[config.mk]
export PLATFORM = sky130hd
export DESIGN_NAME = pwm_peripheral
export DESIGN_NICKNAME = d
export VERILOG_FILES = /design/src/rtl/pwm_peripheral.sv
export SDC_FILE = /design/constraint.sdc
export NUM_CORES = 1
export LEC_CHECK = 0
export CAP_MARGIN = 20
export CORE_ASPECT_RATIO = 0.8
export CORE_MARGIN = 2
export CORE_UTILIZATION = 42
export CTS_CLUSTER_DIAMETER = 30
export DETAILED_ROUTE_END_ITERATION = 8
export GPL_ROUTABILITY_DRIVEN = 0
export PLACE_DENSITY_LB_ADDON = 0.2
export REMOVE_ABC_BUFFERS = 1
export SLEW_MARGIN = 10
export SYNTH_ARGS = -nofsm -noshare
export SYNTH_HDL_FRONTEND = slang
export SYNTH_SLANG_ARGS = --single-unit
[constraint.sdc]
create_clock -name clk -period 1.6 [get_ports clk]
set_input_delay 0.24 -clock clk [delete_from_list [all_inputs] [get_ports clk]]
set_output_delay 0.24 -clock clk [all_outputs]
set_load 0.03 [all_outputs]
[src/rtl/pwm_peripheral.sv]
// PWM output stage: prescaled 8-bit period counter, period-boundary duty shadow
// and per-pin force-low / force-high / PWM output selection.
module pwm_peripheral #(
  parameter int unsigned CLK_DIV = 13,
  parameter int unsigned PRESC_W = 16
) (
  input  logic        clk,
  input  logic        rst_n,
  input  logic [7:0]  en_reg_out_7_0,
  input  logic [7:0]  en_reg_out_15_8,
  input  logic [7:0]  en_reg_pwm_7_0,
  input  logic [7:0]  en_reg_pwm_15_8,
  input  logic [7:0]  pwm_duty_cycle,
  output logic [15:0] out,
  output logic        period_start,
  output logic [7:0]  duty_active
);

  localparam int unsigned CNT_W = 8;
  localparam int unsigned PINS  = 16;

  logic [PRESC_W-1:0] presc_cnt;
  logic [CNT_W-1:0]   pwm_cnt;
  logic               tick_c;
  logic               boundary_c;
  logic               pwm_raw_c;
  logic [PINS-1:0]    en_out_c;
  logic [PINS-1:0]    en_pwm_c;

  assign tick_c     = (presc_cnt == PRESC_W'(CLK_DIV - 1));
  assign boundary_c = tick_c && (pwm_cnt == '1);
  // Full scale is special-cased so 0xFF means truly always high.
  assign pwm_raw_c  = (duty_active == 8'hFF) || (pwm_cnt < duty_active);
  assign en_out_c   = {en_reg_out_15_8, en_reg_out_7_0};
  assign en_pwm_c   = {en_reg_pwm_15_8, en_reg_pwm_7_0};

  // Prescaler: counts 0..CLK_DIV-1.
  always_ff @(posedge clk or negedge rst_n) begin
    if (!rst_n) begin
      presc_cnt <= '0;
    end else if (tick_c) begin
      presc_cnt <= '0;
    end else begin
      presc_cnt <= presc_cnt + PRESC_W'(1);
    end
  end

  // Period counter wraps naturally 255 -> 0.
  always_ff @(posedge clk or negedge rst_n) begin
    if (!rst_n) begin
      pwm_cnt <= '0;
    end else if (tick_c) begin
      pwm_cnt <= pwm_cnt + CNT_W'(1);
    end
  end

  // Duty shadow only loads on the period boundary to keep periods glitch-free.
  always_ff @(posedge clk or negedge rst_n) begin
    if (!rst_n) begin
      duty_active  <= '0;
      period_start <= 1'b0;
    end else begin
      period_start <= boundary_c;
      if (boundary_c) begin
        duty_active <= pwm_duty_cycle;
      end
    end
  end

  // Pin drive: disabled pins low, enabled non-PWM pins high, else shared waveform.
  always_ff @(posedge clk or negedge rst_n) begin
    if (!rst_n) begin
      out <= '0;
    end else begin
      out <= en_out_c & (~en_pwm_c | {PINS{pwm_raw_c}});
    end
  end

endmodule

Word-level counts from Yosys, hierarchy flattened:

Index checks and enable logic that the tools add are counted.

* register bits: 49
* logic and storage cells: 17
* input port bits: 42

* equality and inequality tests: 3
* multiplexer cells: 1
* reductions and logical operators: 2
* add/subtract/negate cells: 2
* bitwise gates (word level): 3
* $lt $le $gt $ge: 1

Operators with widths (number)
* adder 16 x 1 -> 16 bit, second input constant: 1
* AND 16 bit: 1
* equality test 16 x 4 -> 1 bit, second input constant: 1
* equality test 8 bit, second input constant: 2
* 2-to-1 mux 16 bit: 1
* NOT 16 bit: 1
* bitwise OR 16 bit: 1
* adder 8 x 1 -> 8 bit, second input constant: 1
* less-than comparator 8 bit: 1
* logical AND 1 bit: 1
* logical OR 1 bit: 1

Logic depth before layout (Yosys ltp):

Gate-level depths: netlist of the first run.

* word-level depth: 4
* gate-level depth with buffers: 7
* depth with buffers taken out: 6

Worst setup path before layout of the first run:

No wires, ideal clock.

* path type: reg2reg
* from: register duty_active[6]
* to: register out[10]
* library setup time: 0.073 ns
* data required time: 1.527 ns
* stages on the path, launching flop included: 8
* slack: -0.332 ns
* arrival: 1.859 ns
* buffers on the path: 1
* clock period less this slack: 1.932 ns
* cell sequence: dfrtp_1 -> inv_1 -> ha_1 -> and3_1 -> a221oi_1 -> o32ai_2 -> buf_6 -> a21boi_2

* longest elaborated chain between the ends: 4
* elaborated cells on any way between the ends: 5
* classes of those cells: order compare: 1; eq/ne: 1; bitwise: 2; reduce/logical: 1

RTL lines
* start, declared: RTL line 16 `output logic [7:0] duty_active`
* start signal, assigned: RTL line 65 `duty_active <= pwm_duty_cycle;`
* less-than comparator 8 bit or equality test 8 bit (tied branches): RTL line 33 `assign pwm_raw_c = (duty_active == 8'hFF) || (pwm_cnt < duty_active);`
* logical OR 1 bit *: RTL line 33
* bitwise OR 16 bit *: RTL line 75 `out <= en_out_c & (~en_pwm_c | {PINS{pwm_raw_c}});`
* AND 16 bit *: RTL line 75
* end signal, assigned: RTL line 75
* end, declared: RTL line 14 `output logic [15:0] out,`

Mark *: on every way between the ends. The rest lies on a longest branch, timed or not.
A chain may end at the register's enable or synchronous reset.

Worst setup path in the final report of the first run:

* from: register duty_active[6]
* to: register out[14]

Same word-level chain as after synthesis.

==> results.sh, run 1 <==
export IMPL_yosys_area_top_type="dfrtp_1"
export IMPL_overflow=0
export IMPL_via_count=1882
export IMPL_antenna_found_initial=0
export IMPL_reg2reg_slack_ns=-0.18
export IMPL_area_delta_synth_final_pct=64.4
export IMPL_max_freq_mhz=561
export IMPL_drc=0
export IMPL_tns_ns=-3.00
export IMPL_comb_power_share=0.105
export IMPL_setup_viol=28
export IMPL_drtIter0Drc=55
export IMPL_h_tree_depth=2
export IMPL_insertion_delay_ns=0.31
export IMPL_maxCapViolations=0
export IMPL_syn_area_per_cell_um2=12.2
export IMPL_worstPathArrival_ns=2.03
export IMPL_slowest_delay_ns=0.40
export IMPL_ys_flop_type="dfrtp_1"
export IMPL_internal_power_mw=1.75
export IMPL_path_clk_slew_ns=0.09
export IMPL_drt_wl_total_mm=5.83
export IMPL_p_sw_uw=526
export IMPL_pwr_share_seq=0.555
export IMPL_grt_max_degree=23
export IMPL_power_density_nw_per_um2=617
export IMPL_ys_seq_elements=49
export IMPL_pwr_share_clk=0.340
export IMPL_slew_violations=0
export IMPL_cp_required_ns=1.84
export IMPL_cts_tree="built"
export IMPL_clockRootBuffer="clkbuf_8"
export IMPL_cts_inserted_buffers=5
export IMPL_p_leak_nw=1.71
export IMPL_dp_cells=351
export IMPL_post_route_util=0.728
export IMPL_drive_gt1_frac=0.353
export IMPL_ant_nets=0
export IMPL_crit_path_end_kind="register"
export IMPL_core_um2=5060
export IMPL_num_rows=23
export IMPL_io_buffer_count=66
export IMPL_hold_path_class="in2async"
export IMPL_skew_ns=0.00581
export IMPL_grt_total_usage=0.199
export IMPL_worstSetupStartpointType="register"
export IMPL_place_hpwl_mm=4.02
export IMPL_max_vdd_ir_drop_mv=0.761
export IMPL_grt_pass1_vias=1923
export IMPL_fill_cells=367
export IMPL_pre_cts_slack_ns=-0.446
export IMPL_clock_path_buffers=2
export IMPL_critPathBufInv=3
export IMPL_synth_top_cell_area_share=0.547
export IMPL_ys_seq_area_frac=0.547
export IMPL_synth_edff_count=0
export IMPL_failed_checks="negative setup slack"
export IMPL_wl_per_cell_um=15.7
export IMPL_grt_pass1_wl_mm=9.20
export IMPL_whs_ns=0.383
export IMPL_finalHoldViolations=0
export IMPL_slew_headroom=0.734
export IMPL_synth_area_um2=2240
export IMPL_synth_area_leaders="dfrtp_1 55%, ha_1 5.6%, a21boi_2 5.0%"
export IMPL_worst_pin_slew_ns=0.399
export IMPL_outcome="finished with violations"
export IMPL_die_area_um2=5940
export IMPL_async_flop_share=1.00
export IMPL_n_antenna_cell=0
export IMPL_seqCellArea_um2=1230
export IMPL_viasPerCell=5.07
export IMPL_crit_type="reg2reg"
export IMPL_nets=360
export IMPL_period_share=1.12
export IMPL_multi_input_area_um2=1120
export IMPL_switching_share=0.231
export IMPL_grt_setup_unrepaired="true"
export IMPL_critical_path_peak_fanout=11
export IMPL_cp_slowest_cell="dfrtp_1"
export IMPL_crit_start="duty_active[6]"
export IMPL_start_util=0.442
export IMPL_setup_ws_ns=-0.184
export IMPL_reg2reg_from="duty_active[6]"
export IMPL_ioPinCount=67
export IMPL_clock_sinks=49
export IMPL_dr_pass1_iters=4
export IMPL_synth_cells=183
export IMPL_yosysWarnings=0
export IMPL_path_cells="inv_2 > ha_4 > and3_4 > a221oi_4 > o32ai_4 > buf_12 > buf_4 > a21boi_2"
export IMPL_crit_family="compound AO/OA/AOI/OAI gates"
export IMPL_dieWidth_um=85.7
export IMPL_die_h_um=69.3
export IMPL_period_needed_ns=1.78
export IMPL_stdcell_count=371
export IMPL_synth_distinct_cells=35
## cells in the mapped netlist (3+ instances only)
| cell | instances |
|---|---|
| ha_1 | 10 |
| and3_1 | 3 |
| a21boi_2 | 10 |
| nand4_1 | 11 |
| xor2_1 | 9 |
| o21ai_0 | 7 |
| nor2_1 | 12 |
| dfrtp_1 | 49 |
| inv_1 | 11 |
| a21boi_0 | 6 |
| xnor2_1 | 12 |
| nor3_1 | 4 |
| nand2_1 | 6 |
| nand3_1 | 12 |
## per-layer routing
| layer | vias to the layer above | GRT usage | part of all wire |
|---|---|---|---|
| met4 | 0 | 0.0741 | 0.020 |
| met3 | 13 | 0.0560 | 0.042 |
| met5 | - | 0 | 0 |
| met2 | 43 | 0.312 | 0.49 |
| met1 | 924 | 0.263 | 0.44 |
| li1 | 902 | - | - |
## worst register-to-register path, stage by stage, from the launching register on
cell and delay [ns]:
dfrtp_1 0.40, inv_2 0.09, ha_4 0.21, and3_4 0.19
a221oi_4 0.29, o32ai_4 0.13, buf_12 0.16, buf_4 0.14
a21boi_2 0.12
## power by group through the flow
stage	logic (mW)	registers, mW	clock network (mW)
after floorplan	0.0181	1.33	0
after global placement	0.240	1.29	0
after detailed placement	0.241	1.29	0
after CTS	0.244	1.26	0.790
after global routing	0.254	1.26	0.842
final	0.239	1.26	0.774
## worst paths after layout
path | endpoint | cells past startpoint
setup / recovery | out[14] | 8
hold / removal | pwm_cnt[7] | 2
setup reg to reg | out[14] | 8
hold reg to reg | presc_cnt[15] | 1
max in group asynchronous | out[11] | 3
min in group clk | out[15] | 2
## stage by stage
stage,area (um^2),total power [mW]
after floorplan,2220,1.35
after global placement,3290,1.53
after detailed placement,3290,1.53
after CTS,3540,2.30
after global routing,3680,2.36
final,3680,2.27
## cell type report
class	instances	share of cell area
clock buffer	6	0.0224
inverter	11	0.0112
sequential	49	0.333
tap	62	0.0211
multi-input combinational	121	0.305
clock inverter	2	0.00374
timing repair buffer	120	0.304
## state kept, by name, summed over array words and instances (netlist names)
name and flops:
out 16, presc_cnt 16, duty_active 8, pwm_cnt 8, period_start 1
## placed cells by master, fill, tap and decap left out, drive strengths merged, types with 2 or more instances in the layout
cell type | netlist | layout
xor2 | 9 | 9
clkinv | 0 | 2
mux2 | 2 | 2
dfrtp | 49 | 49
and3 | 3 | 3
nand3 | 12 | 12
clkbuf | 0 | 6
a21boi | 16 | 16
inv | 11 | 11
ha | 10 | 10
and4 | 2 | 3
nor2 | 12 | 12
dlygate4sd2 | 0 | 8
xnor2 | 12 | 12
o21ai | 7 | 7
dlymetal6s2s | 0 | 6
nand4 | 12 | 12
nand2 | 6 | 6
clkdlybuf4s50 | 0 | 51
nor3 | 5 | 5
buf | 3 | 54
nor4 | 2 | 2
## what timing repair did
item | 4_1_cts | 5_1_grt
cloned | 1 | 0
buffers inserted | 5 | 6
gates resized for setup | 32 | 30
endpoints found under the hold margin | 14 | 0
pin swaps | 11 | 17
hold buffers | 1 | 0
setup endpoints to repair | 37 | 49
## kinds of logic after synthesis
| group | share of synthesized area |
|---|---|
| fa+ha+maj | 0.0558 |
| simple gates | 0.160 |
| xor+xnor | 0.0821 |
| flops | 0.547 |
| buf+inv | 0.0290 |
| compound gates | 0.114 |
| mux | 0.0117 |
Note: power is estimated with default switching activity, not from simulation.
==> inputs of run 2 (changes only) <==
Settings changed: CELL_PAD_IN_SITES_DETAIL_PLACEMENT set to 0, CELL_PAD_IN_SITES_GLOBAL_PLACEMENT set to 1, CORE_UTILIZATION 42 to 33, SKIP_LAST_GASP set to 1.
==> run 2 against run 1 <==
  * The flow still finishes with violations (negative setup slack)
  * Highest routed layer unchanged
  * Critical path type unchanged
  * Fmax decreased by 3.0%
  * Die area increased by 26%
  * First-iteration DRC count decreased by 33%
  * Clock power decreased by 8.4%
  * Largest cell class unchanged
  * Via count decreased by 4.1%
  * Clock skew increased by 0.00057 ns
==> results.sh, run 2 (same netlist as run 1, synthesis figures left out) <==
export IMPL_whs_ns=0.340
export IMPL_power_density_nw_per_um2=603
export IMPL_drt_wl_total_mm=5.66
export IMPL_hold_path_class="in2async"
export IMPL_worstSetupStartpointType="register"
export IMPL_dr_pass1_iters=4
export IMPL_grt_setup_unrepaired="true"
export IMPL_max_vdd_ir_drop_mv=0.350
export IMPL_p_leak_nw=1.64
export IMPL_cp_required_ns=1.83
export IMPL_cp_slowest_cell="dfrtp_1"
export IMPL_slew_violations=0
export IMPL_worstPathArrival_ns=2.07
export IMPL_grt_pass1_wl_mm=9.11
export IMPL_crit_path_end_kind="register"
export IMPL_grt_max_degree=24
export IMPL_skew_ns=0.00638
export IMPL_path_cells="inv_2 > ha_4 > and3_4 > a221oi_4 > o32ai_4 > buf_12 > buf_4 > a21boi_2"
export IMPL_period_share=1.15
export IMPL_tns_ns=-3.22
export IMPL_biggestRegsByFlops="out: 16 flops, presc_cnt: 16 flops"
export IMPL_critical_path_peak_fanout=8
export IMPL_outcome="finished with violations"
export IMPL_grt_total_usage=0.160
export IMPL_wl_per_cell_um=14.5
export IMPL_h_tree_depth=2
export IMPL_drc=0
export IMPL_via_count=1804
export IMPL_fill_cells=562
export IMPL_finalHoldViolations=0
export IMPL_n_antenna_cell=0
export IMPL_dieWidth_um=96.1
export IMPL_area_delta_synth_final_pct=63.9
export IMPL_setup_viol=22
export IMPL_viasPerCell=4.63
export IMPL_core_um2=6470
export IMPL_insertion_delay_ns=0.30
export IMPL_place_area_um2=3320
export IMPL_drive_gt1_frac=0.343
export IMPL_maxCapViolations=0
export IMPL_slew_headroom=0.769
export IMPL_cts_inserted_buffers=5
export IMPL_antenna_found_initial=0
export IMPL_nets=357
export IMPL_pre_cts_slack_ns=-0.343
export IMPL_final_common_cell="clkdlybuf4s50_1"
export IMPL_path_clk_slew_ns=0.09
export IMPL_die_h_um=77.7
export IMPL_slowest_delay_ns=0.40
export IMPL_num_rows=26
export IMPL_io_buffer_count=66
export IMPL_final_cell_mix="53 x clkdlybuf4s50_1, 49 x dfrtp_1, 45 x buf_4"
export IMPL_clock_path_buffers=2
export IMPL_drtIter0Drc=37
export IMPL_post_route_util=0.567
export IMPL_period_needed_ns=1.84
export IMPL_start_util=0.346
export IMPL_postLayoutCellArea_um2=3670
export IMPL_dp_cells=372
export IMPL_die_area_um2=7470
export IMPL_failed_checks="negative setup slack"
export IMPL_ioPinCount=67
export IMPL_setup_ws_ns=-0.238
export IMPL_ant_nets=0
export IMPL_place_hpwl_mm=4.24
export IMPL_overflow=0
export IMPL_finalPower_mw=2.21
export IMPL_grt_pass1_vias=1835
export IMPL_clockRootBuffer="clkbuf_8"
export IMPL_clock_sinks=49
export IMPL_worst_pin_slew_ns=0.344
export IMPL_max_freq_mhz=544
export IMPL_stdcell_count=390
export IMPL_cts_tree="built"
export IMPL_crit_type="reg2reg"
[run 2: path summary, 6_finish.rpt]
kind,startpoint,cells after the start,slack (ns),endpoint
worst min-delay path,rst_n,2,0.34,duty_active[2]
worst max-delay path,duty_active[6],8,-0.24,out[5]
max in group asynchronous,rst_n,3,0.83,presc_cnt[4]
worst min register to register,presc_cnt[15],1,0.48,presc_cnt[15]
min in group clk,presc_cnt[15],1,0.48,presc_cnt[15]
worst max register to register,duty_active[6],8,-0.24,out[5]
[run 2: report_power, final]
group	internal [mW]	switching, mW
logic	0.143	0.0983
clock network	0.304	0.405
registers	1.26	0.00566
[run 2: repair_timing]
item / in CTS / in global routing
endpoints found under the hold margin: 7 / 0
pin swaps: 9 / 16
resized for setup: 21 / 37
cloned: 1 / 0
setup buffers: 4 / 7
setup endpoints to repair: 41 / 46
hold buffers: 1 / 0
[run 2: worst max-delay path: cells and delay by family (launching register included)]
| family | cells | cell delay, ns |
|---|---|---|
| fa+ha+maj | 1 | 0.21 |
| simple gates | 1 | 0.19 |
| buf+inv | 3 | 0.40 |
| compound gates | 3 | 0.58 |
| flops | 1 | 0.40 |
[run 2: routing by layer]
layer  up-vias  GRT usage  wire length, um  share of wire
li1        895          -                -              -
met1       882      0.219             2590           0.46
met2        22      0.257             2840           0.50
met3         5     0.0320              170          0.030
met4         0     0.0471               59          0.010
met5         -          0                0              0
[run 2: final cells by class]
type                    count  area, um^2  share of cell area
clock buffers               6        72.6              0.0198
multi-input cells         121        1130               0.307
flip-flops and latches     49        1230               0.334
well taps                  84         105              0.0286
inverters                  11        41.3              0.0112
clock inverters             2        10.0             0.00272
repair buffers            117        1090               0.297
==> inputs of run 3 (changes only) <==
Settings changed: CELL_PAD_IN_SITES_DETAIL_PLACEMENT 0 to 2, CELL_PAD_IN_SITES_GLOBAL_PLACEMENT 1 to 2, CORE_UTILIZATION 33 to 27.
==> run 3 against run 2 <==
  * The flow still finishes with violations (negative setup slack)
  * Global-route usage up 1.4 points
  * Wire length up 34%
  * Sequential share of layout area down 2.1 points
  * Sequential power about the same
  * Flip-flop and latch count unchanged
  * First-iteration DRC count up 62%
  * Critical path depth unchanged
  * Clock skew up 0.0013 ns
  * Largest cell class unchanged
==> results.sh, run 3 (same netlist as run 1, synthesis figures left out) <==
export IMPL_outcome="finished with violations"
export IMPL_failed_checks="negative setup slack"
export IMPL_comb_power_share=0.100
export IMPL_setup_viol=36
export IMPL_path_clk_slew_ns=0.10
export IMPL_cts_inserted_buffers=5
export IMPL_period_needed_ns=1.89
export IMPL_drt_wl_total_mm=7.61
export IMPL_n_antenna_cell=0
export IMPL_setup_ws_ns=-0.288
export IMPL_crit_type="reg2reg"
export IMPL_grt_total_usage=0.174
export IMPL_finalHoldViolations=0
export IMPL_clock_sinks=49
export IMPL_viasPerCell=4.52
export IMPL_crit_path_end_kind="register"
export IMPL_via_count=1894
export IMPL_skew_ns=0.00765
export IMPL_critical_path_peak_fanout=6
export IMPL_num_rows=29
export IMPL_reg2reg_from="duty_active[6]"
export IMPL_slowest_delay_ns=0.41
export IMPL_grt_pass1_wl_mm=12.2
export IMPL_crit_family="compound AO/OA/AOI/OAI gates"
export IMPL_postLayoutCellArea_um2=3920
export IMPL_worstPathArrival_ns=2.12
export IMPL_h_tree_depth=2
export IMPL_io_buffer_count=66
export IMPL_cp_required_ns=1.83
export IMPL_whs_ns=0.440
export IMPL_max_vdd_ir_drop_mv=0.301
export IMPL_switching_share=0.225
export IMPL_worst_r2r_path_depth=8
export IMPL_clock_path_buffers=2
export IMPL_antenna_found_initial=0
export IMPL_grt_pass1_vias=2278
export IMPL_drtIter0Drc=60
export IMPL_area_delta_synth_final_pct=74.7
export IMPL_reg2reg_to="out[11]"
export IMPL_nets=362
export IMPL_die_area_um2=9050
export IMPL_insertion_delay_ns=0.30
export IMPL_place_area_um2=3360
export IMPL_p_leak_nw=1.77
export IMPL_ant_nets=0
export IMPL_drc=0
export IMPL_internal_power_mw=1.91
export IMPL_die_h_um=85.5
export IMPL_multi_input_area_um2=1180
export IMPL_grt_max_degree=50
export IMPL_power_density_nw_per_um2=628
export IMPL_slew_violations=0
export IMPL_core_um2=7980
export IMPL_start_util=0.281
export IMPL_finalPower_mw=2.46
export IMPL_post_route_util=0.490
export IMPL_dp_cells=398
export IMPL_overflow=0
export IMPL_pwr_share_clk=0.387
export IMPL_hold_path_class="in2async"
export IMPL_pre_cts_slack_ns=-0.319
export IMPL_dr_pass1_iters=3
export IMPL_stdcell_count=419
export IMPL_worst_pin_slew_ns=0.375
export IMPL_max_freq_mhz=530
export IMPL_p_sw_uw=553
export IMPL_dieWidth_um=106
export IMPL_final_cell_mix="49 x dfrtp_1, 49 x clkdlybuf4s50_1, 40 x buf_4"
export IMPL_biggestRegsByFlops="out: 16 flops, presc_cnt: 16 flops"
export IMPL_reg2reg_slack_ns=-0.29
export IMPL_grt_setup_unrepaired="true"
export IMPL_tns_ns=-5.52
export IMPL_slew_headroom=0.750
export IMPL_fill_cells=808
export IMPL_maxCapViolations=0
export IMPL_wl_per_cell_um=18.2
export IMPL_place_hpwl_mm=5.07
export IMPL_worstSetupStartpointType="register"
export IMPL_pwr_share_seq=0.513
export IMPL_seqCellArea_um2=1230
export IMPL_ioPinCount=67
export IMPL_cp_slowest_cell="dfrtp_1"
export IMPL_path_cells="inv_2 > ha_4 > and3_4 > a221oi_4 > o32ai_4 > buf_12 > buf_16 > a21boi_2"
export IMPL_drive_gt1_frac=0.386
export IMPL_clockRootBuffer="clkbuf_8"
export IMPL_cts_tree="built"
export IMPL_critPathBufInv=3
export IMPL_period_share=1.18
run 3: cell count changes in the layout (fill, tap and decap cells not counted), sizes merged:
cell	previous run	this run
clkinv	2	0
bufinv	0	1
clkdlybuf4s50	53	49
dlymetal6s2s	4	8
and4	3	2
buf	51	57
clkinvlp	0	1
run 3: how the worst max path moves through the flow:
| stage | slack [ns] | startpoint | depth (start not counted) | endpoint |
|---|---|---|---|---|
| 4_1_cts | -0.22 | duty_active[5] | 8 | out[7] |
| 6_report | -0.29 | duty_active[6] | 8 | out[11] |
| 5_1_grt | -0.36 | duty_active[6] | 8 | out[7] |
| 3_3_place_gp | -0.20 | duty_active[6] | 7 | out[1] |
| 3_5_place_dp | -0.32 | duty_active[6] | 7 | out[0] |
| 2_1_floorplan | -0.75 | duty_active[6] | 6 | out[0] |
run 3: final cells by class:
class | instances | area share
repair buffers | 123 | 0.308
clock inverters | 2 | 0.00959
clock buffers | 6 | 0.0211
well taps | 108 | 0.0345
inverters | 11 | 0.0105
multi-input cells | 120 | 0.303
flip-flops and latches | 49 | 0.313
run 3: power by group through the flow:
stage	sequential, mW	clock [mW]	combinational [mW]
final	1.26	0.952	0.246
after global routing	1.27	1.02	0.263
after CTS	1.26	0.987	0.250
after floorplan	1.33	0	0.0181
after detailed placement	1.29	0	0.243
after global placement	1.29	0	0.240
run 3: timing repair:
item                                   4_1_cts  5_1_grt
endpoints found under the hold margin       49        0
gates cloned                                 1        0
resized for setup                           54       33
setup endpoints to repair                   46       53
setup buffers                                8        8
pin swaps                                   22       11
hold buffers                                 1        0
run 3: layer usage:
layer / vias up / GRT usage / wire, um
li1: 897 / - / -
met1: 965 / 0.223 / 3320
met2: 32 / 0.317 / 4040
met3: 0 / 0.0323 / 255
met4: 0 / 0.0215 / 0
met5: - / 0 / 0
run 3: worst min-delay path, delay by kind of cell:
kind | cells | cell delay [ns]
buf+inv | 3 | 0.89
